File: config.mk
export PLATFORM = sky130hd
export DESIGN_NAME = cp0_exc_ctrl
export DESIGN_NICKNAME = d
export VERILOG_FILES = /design/src/rtl/cp0_exc_ctrl.sv
export SDC_FILE = /design/constraint.sdc
export NUM_CORES = 1
export LEC_CHECK = 0
export CAP_MARGIN = 20
export CORE_AREA = 2 2 132 134
export CTS_CLUSTER_DIAMETER = 30
export CTS_CLUSTER_SIZE = 28
export DETAILED_ROUTE_END_ITERATION = 6
export DIE_AREA = 0 0 134 136
export GPL_TIMING_DRIVEN = 0
export PLACE_DENSITY_LB_ADDON = 0.08
export SYNTH_ARGS = -nofsm -noshare
export SYNTH_HDL_FRONTEND = slang
export SYNTH_SLANG_ARGS = --single-unit
export TNS_END_PERCENT = 100
File: constraint.sdc
create_clock -name clk -period 2.2 [get_ports clk]
set_input_delay 0.44 -clock clk [delete_from_list [all_inputs] [get_ports clk]]
set_output_delay 0.44 -clock clk [all_outputs]
set_load 0.02 [all_outputs]
File: src/rtl/cp0_exc_ctrl.sv
// -----------------------------------------------------------------------------
// cp0_exc_ctrl
//
// Coprocessor-0 exception/interrupt sequencer for the pipelined MIPS core.
// Lives in the decode stage and drives the write side of the CP0 status, cause
// and EPC registers held by the decode-to-execute pipeline register. It also
// selects the exception/return fetch PC and produces the registered squash
// flag for the next D-stage instruction.
//
// Event priority (highest first): E-stage overflow, external interrupt,
// syscall, unimplemented instruction, eret, mtc0.
//
// Parameters:
//   EXC_BASE        exception vector address (the fetch mux selects it when
//                   selpc = 2'b10; it is not consumed inside this block)
//
// Ports:
//   clk             single clock
//   rst_n           synchronous reset, ACTIVE-HIGH despite the name
//   intr            external interrupt request (level, held until inta)
//   inta            interrupt acknowledge pulse
//   sta, cau, epc   current CP0 register values
//   pcd, pce, pcm   PCs of the D, E and M stage instructions
//   dbr, ebr        D / E instruction sits in a branch delay slot
//   is_syscall, is_unimpl, is_eret, is_mtc0   D-stage decode flags
//   c0sel           mtc0 target: 00 sta, 01 cau, 10 epc, 11 none
//   c0data          mtc0 write data
//   ov              E-stage overflow (already qualified by earith)
//   ecancel         the E instruction is cancelled
//   wsta/wcau/wepc  CP0 write enables
//   sta_in/cau_in/epc_in  CP0 write data
//   selpc           fetch PC source: 00 seq/branch, 01 epc, 10 EXC_BASE
//   cancel          registered squash flag for the next D instruction
//   kill_d, kill_e  suppress writes of the current D / E instruction
//
// Configuration macro:
//   CP0_INTR_SYNC_EN  defined: intr goes through a two-flop synchroniser.
//                     undefined: intr goes through a single register stage.
// -----------------------------------------------------------------------------
module cp0_exc_ctrl #(
  parameter logic [31:0] EXC_BASE = 32'h0000_0008
) (
  input  logic        clk,
  input  logic        rst_n,
  input  logic        intr,
  output logic        inta,
  input  logic [31:0] sta,
  input  logic [31:0] cau,
  input  logic [31:0] epc,
  input  logic [31:0] pcd,
  input  logic [31:0] pce,
  input  logic [31:0] pcm,
  input  logic        dbr,
  input  logic        ebr,
  input  logic        is_syscall,
  input  logic        is_unimpl,
  input  logic        is_eret,
  input  logic        is_mtc0,
  input  logic [1:0]  c0sel,
  input  logic [31:0] c0data,
  input  logic        ov,
  input  logic        ecancel,
  output logic        wsta,
  output logic        wcau,
  output logic        wepc,
  output logic [31:0] sta_in,
  output logic [31:0] cau_in,
  output logic [31:0] epc_in,
  output logic [1:0]  selpc,
  output logic        cancel,
  output logic        kill_d,
  output logic        kill_e
);

  localparam logic [0:0] S_RUN   = 1'b0;
  localparam logic [0:0] S_FLUSH = 1'b1;

  localparam logic [3:0] EXC_INT = 4'd0;
  localparam logic [3:0] EXC_SYS = 4'd8;
  localparam logic [3:0] EXC_UNI = 4'd9;
  localparam logic [3:0] EXC_OV  = 4'd12;

  logic [0:0] state;
  logic [0:0] state_nxt;
  logic       intr_s;

  // The current cause/EPC values and the vector address are consumed
  // elsewhere in the pipe; they are part of the port list for symmetry only.
  logic unused_ok;
  assign unused_ok = ^{cau, epc, EXC_BASE};

  // ---------------------------------------------------------------------------
  // Interrupt request synchroniser
  // ---------------------------------------------------------------------------
`ifdef CP0_INTR_SYNC_EN
  logic intr_meta;

  // NOTE: sequential state uses non-blocking (<=) so every flop samples the
  // pre-edge value; blocking here would collapse the two stages into one.
  always_ff @(posedge clk) begin
    if (rst_n) begin
      intr_meta <= 1'b0;
      intr_s    <= 1'b0;
    end else begin
      intr_meta <= intr;
      intr_s    <= intr_meta;
    end
  end
`else
  // NOTE: sequential state uses non-blocking (<=) so every flop samples the
  // pre-edge value, independent of block ordering.
  always_ff @(posedge clk) begin
    if (rst_n) intr_s <= 1'b0;
    else       intr_s <= intr;
  end
`endif

  // ---------------------------------------------------------------------------
  // Event qualification
  // ---------------------------------------------------------------------------
  logic d_ok;
  logic ov_take, int_take, sys_take, uni_take, take;

  // D-stage events are only accepted in RUN: in FLUSH the D instruction is
  // being squashed. Overflow belongs to the older E instruction and is always
  // honoured.
  assign d_ok     = (state == S_RUN);
  assign ov_take  = ov & ~ecancel & sta[3];
  assign int_take = d_ok & intr_s & sta[0];
  assign sys_take = d_ok & is_syscall & sta[1];
  assign uni_take = d_ok & is_unimpl & sta[2];
  assign take     = ov_take | int_take | sys_take | uni_take;

  // ---------------------------------------------------------------------------
  // Output / next-state decode
  // ---------------------------------------------------------------------------
  always_comb begin
    // NOTE: every output gets a default first so no path leaves a variable
    // unassigned, which would otherwise infer a latch.
    wsta      = 1'b0;
    wcau      = 1'b0;
    wepc      = 1'b0;
    sta_in    = 32'h0;
    cau_in    = 32'h0;
    epc_in    = 32'h0;
    selpc     = 2'b00;
    kill_d    = 1'b0;
    kill_e    = 1'b0;
    inta      = 1'b0;
    state_nxt = S_RUN;

    // While reset is asserted everything stays at the idle defaults.
    if (!rst_n) begin
      if (take) begin
        wsta   = 1'b1;
        wcau   = 1'b1;
        wepc   = 1'b1;
        // Shift pushes the 4-bit mask stack and leaves all masks cleared.
        sta_in = sta << 4;
        selpc  = 2'b10;
        kill_d = 1'b1;
        kill_e = ov_take;
        inta   = int_take & ~ov_take;

        if (ov_take) begin
          cau_in = {26'b0, EXC_OV, 2'b00};
          // An overflowing delay-slot instruction restarts at its branch.
          epc_in = ebr ? pcm : pce;
        end else begin
          if (int_take)      cau_in = {26'b0, EXC_INT, 2'b00};
          else if (sys_take) cau_in = {26'b0, EXC_SYS, 2'b00};
          else               cau_in = {26'b0, EXC_UNI, 2'b00};
          epc_in = dbr ? pce : pcd;
        end
      end else if (d_ok && is_eret) begin
        wsta   = 1'b1;
        sta_in = sta >> 4;
        selpc  = 2'b01;
      end else if (d_ok && is_mtc0) begin
        case (c0sel)
          2'b00: begin
            wsta   = 1'b1;
            sta_in = c0data;
          end
          2'b01: begin
            wcau   = 1'b1;
            cau_in = c0data;
          end
          2'b10: begin
            wepc   = 1'b1;
            epc_in = c0data;
          end
          default: ;
        endcase
      end

      // FLUSH lasts exactly one cycle, even when an overflow is taken in it.
      if (d_ok && (take || is_eret)) state_nxt = S_FLUSH;
    end
  end

  // ---------------------------------------------------------------------------
  // State register
  // ---------------------------------------------------------------------------
  always_ff @(posedge clk) begin
    if (rst_n) state <= S_RUN;
    else       state <= state_nxt;
  end

  assign cancel = (state == S_FLUSH);

endmodule

==> results of run 1 <==
## kinds of logic after synthesis
kind of cell,Yosys count
and+or+nand+nor,149
DFF,2
buffers and inverters,46
AOI/OAI and AO/OA,139
## sequential cells by signal (all words and copies together), names as in the netlist
signal / count
cancel: 1
intr_s: 1
## metal layers
| metal | track usage, % | share of wire [%] | vias to the layer above |
|---|---|---|---|
| li1 | - | - | 1990 |
| met1 | 25.7 | 44 | 1956 |
| met2 | 35.1 | 49 | 172 |
| met3 | 3.95 | 6.5 | 6 |
| met4 | 1.60 | 0.55 | 0 |
| met5 | 0 | 0 | - |
## layout by cell type, fill, tap and decap left out, types with 3 or more instances in the layout
master	instances
sky130_fd_sc_hd__clkdlybuf4s50_1	158
sky130_fd_sc_hd__buf_6	86
sky130_fd_sc_hd__buf_4	56
sky130_fd_sc_hd__nor2_1	52
sky130_fd_sc_hd__a22o_1	32
sky130_fd_sc_hd__a21oi_1	31
sky130_fd_sc_hd__and2_4	29
sky130_fd_sc_hd__nor3_2	25
sky130_fd_sc_hd__o32ai_1	21
sky130_fd_sc_hd__a221oi_4	20
sky130_fd_sc_hd__buf_8	14
sky130_fd_sc_hd__buf_12	14
sky130_fd_sc_hd__clkbuf_16	11
sky130_fd_sc_hd__o32ai_2	11
sky130_fd_sc_hd__nor2_2	10
sky130_fd_sc_hd__a21oi_2	10
sky130_fd_sc_hd__clkbuf_2	9
sky130_fd_sc_hd__clkbuf_1	6
sky130_fd_sc_hd__clkbuf_4	6
sky130_fd_sc_hd__nand2_1	6
sky130_fd_sc_hd__clkbuf_8	5
sky130_fd_sc_hd__dlygate4sd2_1	5
sky130_fd_sc_hd__a221oi_2	4
sky130_fd_sc_hd__a22oi_1	4
sky130_fd_sc_hd__nand3_2	4
sky130_fd_sc_hd__nor2_4	3
sky130_fd_sc_hd__buf_2	3
sky130_fd_sc_hd__nand4b_1	3
## what timing repair did
item / 4_1_cts / 5_1_grt
buffers inserted: 40 / 16
gates resized for setup: 801 / 79
hold endpoints to repair: 0 / 0
pin swaps: 61 / 36
cloned: 11 / 0
setup endpoints to repair: 105 / 104
## final cells by class
type | instances | area, sq um | share of cell area (%)
clock buffer | 3 | 75.1 | 1.07
multi-input combinational | 288 | 2650 | 37.8
inverter | 1 | 3.75 | 0.0535
tap | 225 | 282 | 4.01
timing repair buffer | 335 | 3540 | 50.5
buffer | 39 | 418 | 5.95
sequential | 2 | 45.0 | 0.642
## power groups by stage
stage / combinational [mW] / clock, mW / sequential (mW)
after floorplan: 0.553 / 0 / 0.0455
after global placement: 1.28 / 0 / 0.0447
after detailed placement: 1.29 / 0 / 0.0445
after CTS: 1.68 / 0.275 / 0.0445
after global routing: 1.85 / 0.279 / 0.0461
final: 1.75 / 0.270 / 0.0450
## worst paths after layout
check,from,endpoint,slack [ns],cells after the start
setup / recovery,sta[3],sta_in[17],-0.35,10
hold / removal,cancel,cancel,0.49,1
setup reg to reg,intr_s,cancel,0.66,6
hold reg to reg,cancel,cancel,0.49,1
==> run metrics, run 1 <==
vertical die dimension=roughly 140 um; Logic pwr share=a little over four fifths; placed wire-length estimate=between 10 and 15 mm; most area-hungry cell type in the Yosys netlist=sky130_fd_sc_hd__a22o_1; synthesized netlist cell count=roughly 340; headroom to the max-slew limit=about 48%; maximum operating frequency=slightly below 0.4 GHz; actual transition at the worst max-transition pin=slightly below 0.8 ns; global-route wire length before repair=~27 mm; maximum fanout encountered on the critical timing path=6; final-layout worst hold slack=between 0.4 and 0.5 ns; via count=4124; number of nets with antenna violations after routing=0; Final TNS setup=-21.61 ns; number of I/O port buffers=roughly 280; die area=between 15000 and 20000 sq um; synthesized-area fraction occupied by adder cells=0%; number of antenna cells inserted=0; cell type with the highest occurrence count on the critical path=sky130_fd_sc_hd__buf_6; combinational family with the most area after synthesis=compound AO/OA/AOI/OAI gates; mux cell area share after synthesis=0%; type of destination of the critical path=output pin; post-synth design cell area=about 2100 sq um; leakage=roughly 2.8 nW; switching share of total power=between 40% and 50%; slowest stage cell on the critical path=sky130_fd_sc_hd__a211o_4; Int Power=approximately 1.2 mW; count leader, synth=sky130_fd_sc_hd__nor2_1; global placement routability congestion=approximately 0.75; violated checks=negative setup slack; clock buffer count from CTS=3; class of the most critical setup path=in -> out; final routed wirelength across all metal layers=approximately 19 mm; Layout Cells excl Fill=between 800 and 900; worst-skew pair later-pin latency=0.22 ns; final count of pins violating max slew=0; Power Total=2.07 mW; vias in the first global route=between 4000 and 5000; nets in the synthesized netlist=approximately 570; worst-case clock buffer depth=2; root buffer selected by CTS=sky130_fd_sc_hd__clkbuf_16; number of DRC markers after the initial detailed-route iteration=191; starting density of the core=~12%; dominant delay contributor by cell family on the critical path=buffers and inverters; crit start category=input port; clock power share=between 10% and 20%; TritonCTS clock tree=built; clk slew on worst S/H paths=roughly 0.03 ns; H-tree lvl count=1; IO Count=342; Max Cap Violations=0; net switching power=between 0.8 and 0.9 mW; first-pass iteration count of the detailed router=4; die outline width=between 100 and 150 um; register bit total from synthesis=2; pin count of the biggest net entering global routing=11; synthesized area divided by synthesized cell count=6.22 sq um; top cells by area in the synthesized netlist=sky130_fd_sc_hd__a22o_1 14%, sky130_fd_sc_hd__o32ai_1 13%, sky130_fd_sc_hd__nor2_1 12%; share of the clock period used by the worst path=116%; PnR worst setup slack=-0.348 ns; CTS Hold Buffers Added=0; async set-reset flop share out of synthesis=0%; total cell area at the placement stage=5260 sq um; area added between synthesis and finish=236%; top cell type's share of synthesized area=13.8%; design area=approximately 7000 sq um; proportion of layout cells with a drive suffix above 1=between 50% and 60%; final layout net count=about 910; utilization after layout=about two fifths; number of placed instances, taps included=roughly 840; cells along the critical path=buf_8 -> and3b_1 -> buf_6 -> a211o_4 -> buf_12 -> clkbuf_16 -> buf_6 -> a221oi_4 -> nor3_2 -> buf_4; HP Class=reg -> reg; number of flops mapped to enable cells by yosys=0; shortest clock period the worst path allows after layout=between 2 and 3 ns; worst endpoint data arrival time=about 2.1 ns; wire length per cell after detailed routing=21.5 um; compound-cell area share of the yosys netlist=~51%; Sink Count=2; delay contributed by the slowest stage of the critical path=about 0.37 ns; sequential share of the synthesized area=under 10%; final hold violations=0; fill cell total of the finished layout=1722; distinct cell type count of the synthesized netlist=32; Post-synth top flop=sky130_fd_sc_hd__dfxtp_1; Flop pwr share=approximately 2.2%; placeable core region=around 17000 sq um; required time of the critical path=1.76 ns; unrepaired setup endpoints after global routing=yes; number of warnings reported in the yosys synthesis log=0; area share of and/or/nand/nor cells after synthesis=between 30% and 40%; xor/xnor share of the synthesized area=0%; initial antenna violation count=0; count of endpoints failing setup in the final report=96; most frequent cells after synthesis=65 x sky130_fd_sc_hd__nor2_1, 42 x sky130_fd_sc_hd__a21oi_1, 36 x sky130_fd_sc_hd__clkbuf_1; total power per unit cell area=295 nW/um^2; post-route clock skew=around 0.0016 ns; setup slack after placement=-1.62 ns; total global-route track usage=around 20%; Max IR drop VDD=0.275 mV; global route total overflow=0; Buf/Inv on CP=6; detailed-route DRC error count=0; result of the run=finished with violations; placement row count=between 40 and 50; Via density=roughly 4.6
No activity file was read; power rests on OpenSTA's default activity.
==> inputs of run 2 (changes only) <==
--- a/config.mk
+++ b/config.mk
@@ -11,6 +11,7 @@
 export CTS_CLUSTER_SIZE = 28
 export DETAILED_ROUTE_END_ITERATION = 6
 export DIE_AREA = 0 0 134 136
+export GPL_ROUTABILITY_DRIVEN = 0
 export GPL_TIMING_DRIVEN = 0
 export PLACE_DENSITY_LB_ADDON = 0.08
 export SYNTH_ARGS = -nofsm -noshare
==> results of run 2 <==
Final layout, timing and power as in run 1 (identical DEF).
==> inputs of run 3 (changes only) <==
--- a/config.mk
+++ b/config.mk
@@ -8,7 +8,7 @@
 export CAP_MARGIN = 20
 export CORE_AREA = 2 2 132 134
 export CTS_CLUSTER_DIAMETER = 30
-export CTS_CLUSTER_SIZE = 28
+export CTS_CLUSTER_SIZE = 12
 export DETAILED_ROUTE_END_ITERATION = 6
 export DIE_AREA = 0 0 134 136
 export GPL_ROUTABILITY_DRIVEN = 0
==> results of run 3 <==
Final layout, timing and power as in run 1 (identical DEF).
